==> config.mk <==
export PLATFORM = sky130hd
export DESIGN_NAME = dmw_dtrans
export DESIGN_NICKNAME = d
export VERILOG_FILES = /design/src/rtl/dmw_dtrans.sv
export SDC_FILE = /design/constraint.sdc
export NUM_CORES = 1
export LEC_CHECK = 0
export CORE_UTILIZATION = 25
export DETAILED_ROUTE_END_ITERATION = 10
export GPL_TIMING_DRIVEN = 0
export HOLD_SLACK_MARGIN = 0.12
export PLACE_DENSITY_LB_ADDON = 0.08
export SYNTH_ARGS = -nofsm -noshare
export SYNTH_HDL_FRONTEND = slang
export SYNTH_SLANG_ARGS = --single-unit
==> constraint.sdc <==
create_clock -name clk -period 1.71 [get_ports clk]
set_input_delay 0.2565 -clock clk [delete_from_list [all_inputs] [get_ports clk]]
set_output_delay 0.2565 -clock clk [all_outputs]
set_load 0.1 [all_outputs]
==> src/rtl/dmw_dtrans.sv <==
// dmw_dtrans: data-side direct-mapped-window translation stage.
// A single registered stage (O) backed by a one-entry skid register (S), so
// in_ready can come from a flop and the stage still streams one entry per
// cycle while the D-cache keeps accepting.
module dmw_dtrans (
   input  logic        clk,
   input  logic        rst_n,
   input  logic [31:0] dmw0,
   input  logic [31:0] dmw1,
   input  logic [1:0]  crmd_plv,
   input  logic        crmd_da,
   input  logic        crmd_pg,
   input  logic [1:0]  crmd_datm,
   input  logic        flush,
   input  logic        in_valid,
   output logic        in_ready,
   input  logic [31:0] in_vaddr,
   input  logic [5:0]  in_tag,
   input  logic        in_store,
   output logic        out_valid,
   input  logic        out_ready,
   output logic [31:0] out_paddr,
   output logic [1:0]  out_mat,
   output logic        out_tlb,
   output logic [5:0]  out_tag,
   output logic        out_store
);

   typedef struct packed {
      logic [31:0] paddr;
      logic [1:0]  mat;
      logic        tlb;
      logic [5:0]  tag;
      logic        store;
   } entry_t;

   // Occupancy: EMPTY = nothing held, HALF = O only, FULL = O and S.
   typedef enum logic [1:0] {EMPTY = 2'd0, HALF = 2'd1, FULL = 2'd2} state_t;

   state_t r_state, w_state_nxt;
   entry_t r_o, r_s, w_new;
   logic   w_hit0, w_hit1, w_accept;
   logic   w_ld_o_new, w_ld_o_s, w_ld_s;
   logic   w_unused;

   // CSR fields that carry no meaning for the data-side translation.
   assign w_unused = ^{dmw0[28], dmw0[24:6], dmw0[2:1], dmw1[28], dmw1[24:6], dmw1[2:1]};

   // A window hits on VSEG match plus an enable bit for the current PLV;
   // PLV1/PLV2 have no enable bit and therefore never hit.
   assign w_hit0 = (in_vaddr[31:29] == dmw0[31:29]) &&
                   (((crmd_plv == 2'd0) && dmw0[0]) || ((crmd_plv == 2'd3) && dmw0[3]));
   assign w_hit1 = (in_vaddr[31:29] == dmw1[31:29]) &&
                   (((crmd_plv == 2'd0) && dmw1[0]) || ((crmd_plv == 2'd3) && dmw1[3]));

   // Translate the incoming address with the CSR values of this cycle; the
   // illegal da=0/pg=0 mode falls through to direct-address behaviour.
   always_comb begin
      w_new.paddr = in_vaddr;
      w_new.mat   = crmd_datm;
      w_new.tlb   = 1'b0;
      w_new.tag   = in_tag;
      w_new.store = in_store;
      if (!crmd_da && crmd_pg) begin
         if (w_hit0) begin
            w_new.paddr = {dmw0[27:25], in_vaddr[28:0]};
            w_new.mat   = dmw0[5:4];
         end else if (w_hit1) begin
            w_new.paddr = {dmw1[27:25], in_vaddr[28:0]};
            w_new.mat   = dmw1[5:4];
         end else begin
            w_new.mat   = 2'd0;
            w_new.tlb   = 1'b1;
         end
      end
   end

   assign in_ready  = (r_state != FULL);
   assign out_valid = (r_state != EMPTY);
   assign w_accept  = in_valid && in_ready;

   // Occupancy state register.
   always_ff @(posedge clk or negedge rst_n) begin
      if (!rst_n) r_state <= EMPTY;
      else        r_state <= w_state_nxt;
   end

   // Next occupancy and which register loads what; flush wins over everything.
   always_comb begin
      w_state_nxt = r_state;
      w_ld_o_new  = 1'b0;
      w_ld_o_s    = 1'b0;
      w_ld_s      = 1'b0;
      case (r_state)
         EMPTY: begin
            if (w_accept) begin
               w_ld_o_new  = 1'b1;
               w_state_nxt = HALF;
            end
         end
         HALF: begin
            if (w_accept && out_ready) begin
               w_ld_o_new = 1'b1;
            end else if (w_accept) begin
               w_ld_s      = 1'b1;
               w_state_nxt = FULL;
            end else if (out_ready) begin
               w_state_nxt = EMPTY;
            end
         end
         FULL: begin
            if (out_ready) begin
               w_ld_o_s    = 1'b1;
               w_state_nxt = HALF;
            end
         end
         default: w_state_nxt = EMPTY;
      endcase
      if (flush) begin
         w_ld_o_new  = 1'b0;
         w_ld_o_s    = 1'b0;
         w_ld_s      = 1'b0;
         w_state_nxt = EMPTY;
      end
   end

   // Entry storage: O takes a new entry or the older skid entry; S only
   // ever holds the younger of two.
   always_ff @(posedge clk or negedge rst_n) begin
      if (!rst_n) begin
         r_o <= '0;
         r_s <= '0;
      end else begin
         if (w_ld_o_new)    r_o <= w_new;
         else if (w_ld_o_s) r_o <= r_s;
         if (w_ld_s)        r_s <= w_new;
      end
   end

   assign out_paddr = r_o.paddr;
   assign out_mat   = r_o.mat;
   assign out_tlb   = r_o.tlb;
   assign out_tag   = r_o.tag;
   assign out_store = r_o.store;

endmodule
==> flow_summary.json, run 1 <==
{
  "status": "finished, final reports clean",
  "postSynthAreaPerCell_um2": 9.15,
  "ys_top_cells_by_area": "dfrtp_1 (57%), nand2_1 (19%), a22oi_1 (8.0%), mux2i_1 (1.6%), xnor2_1 (1.4%)",
  "cap_violations": 0,
  "fp-row-count": 44,
  "hold_start": "in_vaddr[29]",
  "vias_per_cell": 4.58,
  "startpoint_type": "register",
  "gp_congestion": 0.721,
  "synth_ff_type": "dfrtp_1",
  "design.core.area_um2": 14600,
  "grt_max_degree": 47,
  "areaGrowthSynthToFinish_pct": 52.9,
  "drt_first_pass_iters": 4,
  "r2r-end": "out_mat[1]",
  "die_x_um": 125,
  "grt_pass1_vias": 3358,
  "hold_viol_final": 0,
  "period_needed_ps": 1680,
  "cts-root-buf": "clkbuf_16",
  "initialDrtViolationCount": 136,
  "htree_levels": 3,
  "hold_path.class": "in2reg",
  "synth_top_area_share": 0.572,
  "whs_ps": 332,
  "path_cells": "or3b_4, nor2_4, nor2_4, buf_8, a221oi_2, o21ai_1",
  "synth.mux.area_fraction": 0.0160,
  "hpwl_um": 7690,
  "cp_top_family": "simple AND/OR/NAND/NOR gates",
  "port_buffers": 113,
  "synth.largest_area_cell": "dfrtp_1",
  "fmax_mhz": 595,
  "critPathSlowestCell": "dfrtp_2",
  "ys_warn_count": 0,
  "postRouteAntennaNets": 0,
  "clock-sinks": 86,
  "grt_overflow": 0,
  "drive_above_1_share": 0.206,
  "clock_latency_ps": 340,
  "num-fill-cells": 1473,
  "ios": 158,
  "hold_path_depth": 3,
  "grt_usage": 0.149,
  "ir_drop_v": 0.000527,
  "ys_seq_area_frac": 0.572,
  "stdcell_count": 733,
  "finalWirelength_um": 10900,
  "vias": 3359,
  "syn_nets": 525,
  "crit_top_cell": "nor2_4",
  "slew_viol_final": 0,
  "numCtsBuffers": 9,
  "setup_viol": 0,
  "cts_buffer_depth": 2,
  "worst-path-max-fanout": 6,
  "drc_errors": 0,
  "critical_path.endpoint_type": "register",
  "min_to": "r_s[39]",
  "utilization": 0.394,
  "synth-xor-area-share": 0.0140,
  "finalCritPeriodShare": 0.982,
  "cp_slowest_stage_delay_ps": 460,
  "cp.required_ps": 1930,
  "die_area_um2": 15500,
  "synth_edf_count": 0,
  "num-nets-final": 657,
  "fin_worst_skew_ps": 6.37,
  "cp.arrival_ps": 1900,
  "clkSlewWorstSetupHoldPaths_ps": 60,
  "cp_num_cells": 6,
  "synthCells": 411,
  "cts_tree": "done",
  "r2r_cells": 6,
  "syn_area_um2": 3760,
  "crit_buf_inv": 1,
  "initial_core_util": 0.258,
  "ys_seq_elements": 86,
  "grt_pass1_wl_um": 17900,
  "synth_cell_type_count": 35,
  "rsz0062_at_grt": "true",
  "critical_path_class": "reg2reg",
  "worst_pin_slew_ps": 582,
  "r2r_slack_ps": 30,
  "synth_top_family_by_area": "simple AND/OR/NAND/NOR gates",
  "slew_headroom": 0.612,
  "synthAdderAreaFrac": 0,
  "dp.cells": 709,
  "p_leak_nw": 2.73,
  "detail_route.wl_per_cell_um": 14.9,
  "synth_compound_gate_area_share": 0.127,
  "power_density_nw_per_um2": 1290,
  "synth-simple-area-share": 0.248,
  "async_flop_share": 1.00,
  "timing.rr.start": "r_state[1]",
  "power.total_mw": 7.40,
  "dieHeight_um": 125,
  "antenna_found_initial": 2
}
-- layer usage --
metal | wire length, um | global-route usage | share of wire | vias up
met5 | 14 | 0 | 0.0013 | -
met4 | 192 | 0.0638 | 0.018 | 2
met3 | 615 | 0.0361 | 0.056 | 17
met2 | 4980 | 0.226 | 0.46 | 98
met1 | 5110 | 0.200 | 0.47 | 1597
li1 | - | - | - | 1645
-- flip-flops by register name (all words and copies together) (netlist names) --
register and cells:
r_s 42, out_paddr 32, out_tag 6, out_mat 2
r_state 2, out_store 1, out_tlb 1
-- kinds of logic (layout without fill, tap and decap cells) --
family,count (synthesis),after routing
other,0,1
flip-flops,86,86
AND/OR/NAND/NOR,227,227
XOR/XNOR,6,6
buffers and inverters,21,158
multiplexers,6,6
AO/OA/AOI/OAI,65,65
-- synth_stat cells (3+ instances only) --
cell type	n
nand2_1	192
nor2_1	8
o211ai_1	5
and3_1	3
a21oi_1	3
o21ai_0	4
buf_2	7
nand2b_1	3
dfrtp_1	86
clkbuf_1	13
a22oi_1	40
nand3_1	8
nor2b_1	3
mux2i_1	6
xnor2_1	6
-- worst min-delay path, cell delays in order --
cell and delay [ps]:
dlymetal6s2s_1 190, nand3_1 100, o211ai_1 80
-- placed cells by master (no fill, tap or decap), types with 4 or more instances in the layout --
master	n
nor2_1	6
dfrtp_1	85
clkdlybuf4s15_2	42
nand2_1	190
o21ai_0	4
nor2_4	4
clkbuf_2	7
clkdlybuf4s50_1	61
o211ai_1	5
dlymetal6s2s_1	6
buf_2	7
nand3_1	7
clkbuf_16	9
a22oi_1	38
buf_4	11
-- where the power goes --
group          internal (mW)  total [mW]  switching [mW]
sequential              2.46        2.70           0.233
combinational          0.655        2.48            1.82
clock                   1.40        2.23           0.821
total                   4.52        7.40            2.88
-- metrics by stage --
step | area (um2) | worst slack [ps] | setup TNS [ps]
2_1_floorplan | 3780 | 2.22 | 0
3_3_place_gp | 5140 | -3000 | -305730
3_5_place_dp | 5160 | -693 | -50060
4_1_cts | 5670 | -2.75 | -3.92
5_1_grt | 5750 | -27.9 | -97.0
6_report | 5750 | 29.9 | 0
-- repair_timing --
item / CTS / global route
gates cloned: 0 / 0
endpoints found under the hold margin: 40 / 0
pin swaps: 5 / 6
setup buffers: 7 / 1
gates resized for setup: 162 / 28
hold buffers: 1 / 0
setup endpoints to repair: 127 / 75
-- worst max-delay path by stage --
stage / start / to
after CTS: crmd_plv[1] / r_s[40]
after detailed placement: flush / out_paddr[22]
final: r_state[1] / out_mat[1]
after global placement: rst_n / r_s[32]
after global routing: r_state[1] / out_mat[1]
after floorplan: r_state[0] / out_mat[1]
-- area by class of cell --
| type | count | area, um2 | share of cell area |
|---|---|---|---|
| Sequential cell | 86 | 2150 | 0.374 |
| Multi-Input combinational cell | 304 | 1620 | 0.282 |
| Timing Repair Buffer | 123 | 1290 | 0.224 |
| Clock buffer | 12 | 267 | 0.0463 |
| Tap cell | 184 | 230 | 0.0400 |
| Buffer | 18 | 113 | 0.0196 |
| Clock inverter | 4 | 76.3 | 0.0133 |
| Inverter | 1 | 3.75 | 0.000653 |
| Antenna cell | 1 | 2.50 | 0.000435 |
(Power assumes the default switching activity.)
==> run 2: changes to the inputs <==
--- a/config.mk
+++ b/config.mk
@@ -6,6 +6,7 @@
 export NUM_CORES = 1
 export LEC_CHECK = 0
 export CORE_UTILIZATION = 25
+export CTS_BUF_LIST = sky130_fd_sc_hd__clkbuf_8
 export DETAILED_ROUTE_END_ITERATION = 10
 export GPL_TIMING_DRIVEN = 0
 export HOLD_SLACK_MARGIN = 0.12
==> flow_summary.json, run 2 (synthesis gave the netlist of run 1 again) <==
{
  "status": "finished, final reports clean",
  "hold_path.class": "in2reg",
  "finalWirelength_um": 11000,
  "rsz0062_at_grt": "true",
  "vias_per_cell": 4.51,
  "num-nets-final": 656,
  "cts_tree": "done",
  "clock-sinks": 86,
  "insertedDiodeCount": 0,
  "power_density_nw_per_um2": 1230,
  "power.share.switching": 0.411,
  "top_register": "r_s",
  "worst-path-max-fanout": 10,
  "setup_slack_ps": 6.86,
  "vias": 3295,
  "grt_overflow": 0,
  "drt_first_pass_iters": 4,
  "whs_ps": 354,
  "multi_input_area_um2": 1600,
  "critical_path_class": "reg2reg",
  "critical_path.endpoint_type": "register",
  "htree_levels": 3,
  "path_cells": "or3b_4, nor2_4, nor2_4, buf_8, a221oi_2, o21ai_1",
  "fmax_mhz": 587,
  "worst_pin_slew_ps": 578,
  "die_x_um": 125,
  "power_frac_comb": 0.359,
  "fin_worst_skew_ps": 12.2,
  "drive_above_1_share": 0.197,
  "maxUsedRoutingLayer": "met5",
  "cap_violations": 0,
  "power.total_mw": 6.90,
  "wl_met3_um": 547,
  "grt_pass1_vias": 3355,
  "period_needed_ps": 1700,
  "detail_route.wl_per_cell_um": 15.0,
  "cts-root-buf": "clkbuf_8",
  "startpoint_type": "register",
  "design.core.area_um2": 14600,
  "p_clk_frac": 0.250,
  "port_buffers": 113,
  "gp_congestion": 0.721,
  "ir_drop_v": 0.000493,
  "grt_max_degree": 47,
  "drc_errors": 0,
  "antenna_found_initial": 1,
  "cp.required_ps": 1960,
  "fp-row-count": 44,
  "cp.arrival_ps": 1960,
  "critPathSlowestCell": "dfrtp_2",
  "crit_top_cell": "nor2_4",
  "setup_viol": 0,
  "slew_viol_final": 0,
  "final_cell_mix": "nand2_1 (191), dfrtp_1 (85), clkdlybuf4s50_1 (65)",
  "clkSlewWorstSetupHoldPaths_ps": 90,
  "seqPwrFrac": 0.391,
  "largest_reg_flops": 42,
  "grt_usage": 0.150,
  "hold_viol_final": 0,
  "areaGrowthSynthToFinish_pct": 49.4,
  "clock_latency_ps": 370,
  "initial_core_util": 0.258,
  "cp_slowest_stage_delay_ps": 450,
  "p_leak_nw": 2.63,
  "hpwl_um": 7690,
  "switching_power_mw": 2.83,
  "ios": 158,
  "setup_tns_ps": 0,
  "grt_pass1_wl_um": 18000,
  "cts_buffer_depth": 2,
  "place_worst_setup_slack_ps": -693,
  "dieHeight_um": 125,
  "postRouteAntennaNets": 0,
  "numCtsBuffers": 9,
  "slew_headroom": 0.615,
  "num-fill-cells": 1474,
  "final-seq-area_um2": 2150,
  "finalCritPeriodShare": 0.996,
  "drt-met1-wl_um": 5180,
  "die_area_um2": 15500,
  "wl_met2_um": 5090,
  "final_common_cell": "nand2_1",
  "initialDrtViolationCount": 120,
  "p_int_mw": 4.06
}
[run 2: final timing paths]
kind | start | endpoint | slack [ps] | cells after the start
min | flush | r_state[0] | 350 | 2
max | r_state[1] | out_mat[1] | 7 | 6
max reg2reg | r_state[1] | out_mat[1] | 7 | 6
min reg2reg | r_s[14] | r_s[14] | 480 | 2
max in group asynchronous | rst_n | r_s[39] | 660 | 3
min in group asynchronous | rst_n | out_paddr[3] | 410 | 2
[run 2: critical path, delay by kind of cell, from the launching register on]
family | cells | cell delay, ps
flops | 1 | 450
simple gates | 3 | 690
compound gates | 2 | 300
buf+inv | 1 | 150
[run 2: power by group through the flow]
stage | logic (mW) | registers, mW | clock network, mW
after floorplan | 0.501 | 3.97 | 0
after global placement | 2.48 | 2.72 | 0
after detailed placement | 2.50 | 2.74 | 0
after CTS | 2.48 | 2.70 | 1.80
after global routing | 2.63 | 2.76 | 1.87
final | 2.48 | 2.70 | 1.72
[run 2: area by class of cell]
| cell class | count | area share |
|---|---|---|
| timing repair buffer | 122 | 0.226 |
| clock inverter | 4 | 0.0136 |
| tap | 184 | 0.0410 |
| clock buffer | 12 | 0.0294 |
| inverter | 1 | 0.000668 |
| multi-input combinational | 304 | 0.285 |
| buffer | 18 | 0.0209 |
| sequential | 86 | 0.383 |
[run 2: through the flow]
stage	instances	area, um2	utilization
floorplan	411	3780	-
global placement	708	5140	0.352
detailed placement	709	5160	0.354
CTS	733	5560	0.381
global route	731	5620	0.385
finish	731	5620	0.385
[run 2: metal layers]
layer	track usage	vias to the layer above
met4	0.0617	2
met1	0.201	1567
met2	0.229	78
li1	-	1636
met3	0.0387	12
met5	0	-
[run 2: what timing repair did]
item,4_1_cts,5_1_grt
hold buffers,1,0
buffers inserted,7,0
endpoints found under the hold margin,40,0
pin swaps,4,5
resized for setup,157,32
endpoints found under the setup margin,127,62
==> run 3: changes to the inputs <==
--- a/config.mk
+++ b/config.mk
@@ -10,7 +10,8 @@
 export DETAILED_ROUTE_END_ITERATION = 10
 export GPL_TIMING_DRIVEN = 0
 export HOLD_SLACK_MARGIN = 0.12
-export PLACE_DENSITY_LB_ADDON = 0.08
+export PLACE_DENSITY = 0.65
 export SYNTH_ARGS = -nofsm -noshare
 export SYNTH_HDL_FRONTEND = slang
 export SYNTH_SLANG_ARGS = --single-unit
+export TNS_END_PERCENT = 1
==> flow_summary.json, run 3 (synthesis gave the netlist of run 1 again) <==
{
  "finalWirelength_um": 10300,
  "dieHeight_um": 125,
  "grtUsageMet1": 0.172,
  "cp.required_ps": 1950,
  "p_leak_nw": 2.64,
  "drc_errors": 0,
  "port_buffers": 113,
  "fmax_mhz": 576,
  "power.total_mw": 6.85,
  "crit_top_cell": "nor2_4",
  "cts-root-buf": "clkbuf_8",
  "die_area_um2": 15500,
  "numCtsBuffers": 9,
  "clock-sinks": 86,
  "dp.cells": 709,
  "num-nets-final": 658,
  "use_met3": 0.0434,
  "postRouteAntennaNets": 0,
  "cp_top_family": "simple AND/OR/NAND/NOR gates",
  "cp_slowest_stage_delay_ps": 540,
  "grt_pass1_vias": 3332,
  "htree_levels": 3,
  "slew_headroom": 0.567,
  "grt_overflow": 0,
  "hold_path.class": "in2reg",
  "areaGrowthSynthToFinish_pct": 49.5,
  "startpoint_type": "primary input",
  "setup_viol": 1,
  "grt_max_degree": 50,
  "clkSlewWorstSetupHoldPaths_ps": 90,
  "final-seq-area_um2": 2150,
  "final_common_cell": "nand2_1",
  "slew_viol_final": 0,
  "grt_usage": 0.139,
  "detail_route.wl_per_cell_um": 14.0,
  "power_frac_comb": 0.362,
  "stdcell_area_um2": 5620,
  "initial_core_util": 0.258,
  "postPlaceCellArea_um2": 5160,
  "finalCritPeriodShare": 1.02,
  "clock_latency_ps": 350,
  "vias": 3308,
  "ir_drop_v": 0.000424,
  "place_worst_setup_slack_ps": -649,
  "num-fill-cells": 1447,
  "initialDrtViolationCount": 120,
  "cts_tree": "done",
  "p_int_mw": 4.07,
  "fp-row-count": 44,
  "status": "finished with violations",
  "violations": "setup timing",
  "hpwl_um": 7690,
  "top_register": "r_s",
  "critPathSlowestCell": "clkdlybuf4s50_1",
  "busiest_layer": "met2",
  "period_needed_ps": 1740,
  "multi_input_area_um2": 1610,
  "vias_per_cell": 4.51,
  "path_cells": "clkdlybuf4s50_1, or3b_4, nor2_4, nor2_4, buf_8, a221oi_2, o21ai_1",
  "hold_viol_final": 0,
  "die_x_um": 125,
  "worst-path-max-fanout": 6,
  "grt_pass1_wl_um": 17100,
  "p_clk_frac": 0.244,
  "rsz0062_at_grt": "true",
  "drive_above_1_share": 0.199,
  "switching_power_mw": 2.78,
  "fin_worst_skew_ps": 5.92,
  "gp_congestion": 0.741,
  "largest_reg_flops": 42,
  "ios": 158,
  "seqPwrFrac": 0.393,
  "drt_first_pass_iters": 5,
  "setup_slack_ps": -26.4,
  "crit_buf_inv": 2,
  "power.share.switching": 0.406,
  "stdcell_count": 734,
  "cts_buffer_depth": 2,
  "critical_path.endpoint_type": "register",
  "final_cell_mix": "nand2_1 (189), dfrtp_1 (85), clkdlybuf4s50_1 (65)",
  "grt_use_met2": 0.232,
  "antenna_found_initial": 0,
  "power_density_nw_per_um2": 1220,
  "worst_pin_slew_ps": 650,
  "design.core.area_um2": 14600,
  "critical_path_class": "in2reg",
  "cap_violations": 0,
  "cp.arrival_ps": 1970
}
## run 3: cell count changes in the layout (fill, tap and decap cells not counted), sizes merged
cell / previous run / this run
buf: 21 / 18
clkbuf: 20 / 22
bufinv: 2 / 3
clkinv: 0 / 1
clkinvlp: 1 / 2
diode: 0 / 1
dlygate4sd2: 1 / 0
dlymetal6s2s: 2 / 3
## run 3: cell type report
type                       instances  share of cell area
clock inverter                     7              0.0202
sequential                        86               0.383
multi-input combinational        304               0.286
antenna                            1            0.000445
inverter                           1            0.000668
tap                              184              0.0409
timing repair buffer             122               0.226
buffer                            20              0.0209
clock buffer                       9              0.0220
## run 3: metrics by stage
step | hold slack, ps | util | TNS, ps
2_1_floorplan | -39.1 | - | 0
3_3_place_gp | 458 | 0.352 | -274210
3_5_place_dp | 325 | 0.354 | -46950
4_1_cts | 442 | 0.376 | -207
5_1_grt | 247 | 0.385 | -760
6_report | 249 | 0.385 | -26.4
## run 3: layer usage
layer  vias up  part of all wire
li1       1648                 -
met5         -                 0
met2        93              0.49
met4         0            0.0087
met1      1559              0.44
met3         8             0.062
## run 3: path summary, 6_finish.rpt
check | startpoint | slack (ps) | end | cells past startpoint
max | in_valid | -30 | out_mat[1] | 7
min | flush | 250 | r_state[0] | 2
max reg2reg | r_state[1] | -20 | out_mat[1] | 6
min reg2reg | out_paddr[1] | 480 | out_paddr[1] | 2
max in group asynchronous | rst_n | 610 | r_s[30] | 3
min in group asynchronous | rst_n | 470 | out_paddr[5] | 2
## run 3: power groups by stage
| stage | clock network [mW] | registers (mW) | logic (mW) |
|---|---|---|---|
| 2_1_floorplan | 0 | 3.97 | 0.501 |
| 3_3_place_gp | 0 | 2.72 | 2.47 |
| 3_5_place_dp | 0 | 2.74 | 2.51 |
| 4_1_cts | 1.74 | 2.70 | 2.48 |
| 6_report | 1.68 | 2.70 | 2.48 |
| 5_1_grt | 1.82 | 2.76 | 2.63 |
## run 3: timing repair
| item | CTS | global route |
|---|---|---|
| pin swaps | 1 | 6 |
| endpoints found under the setup margin | 127 | 87 |
| endpoints found under the hold margin | 48 | 0 |
| gates resized for setup | 156 | 28 |
| hold buffers | 1 | 0 |
| setup buffers | 0 | 7 |
## run 3: worst reg2reg max path: stages (launching register included)
cell	delay, ps
dfrtp_2	440
or3b_4	440
nor2_4	220
nor2_4	70
buf_8	130
a221oi_2	220
o21ai_1	90
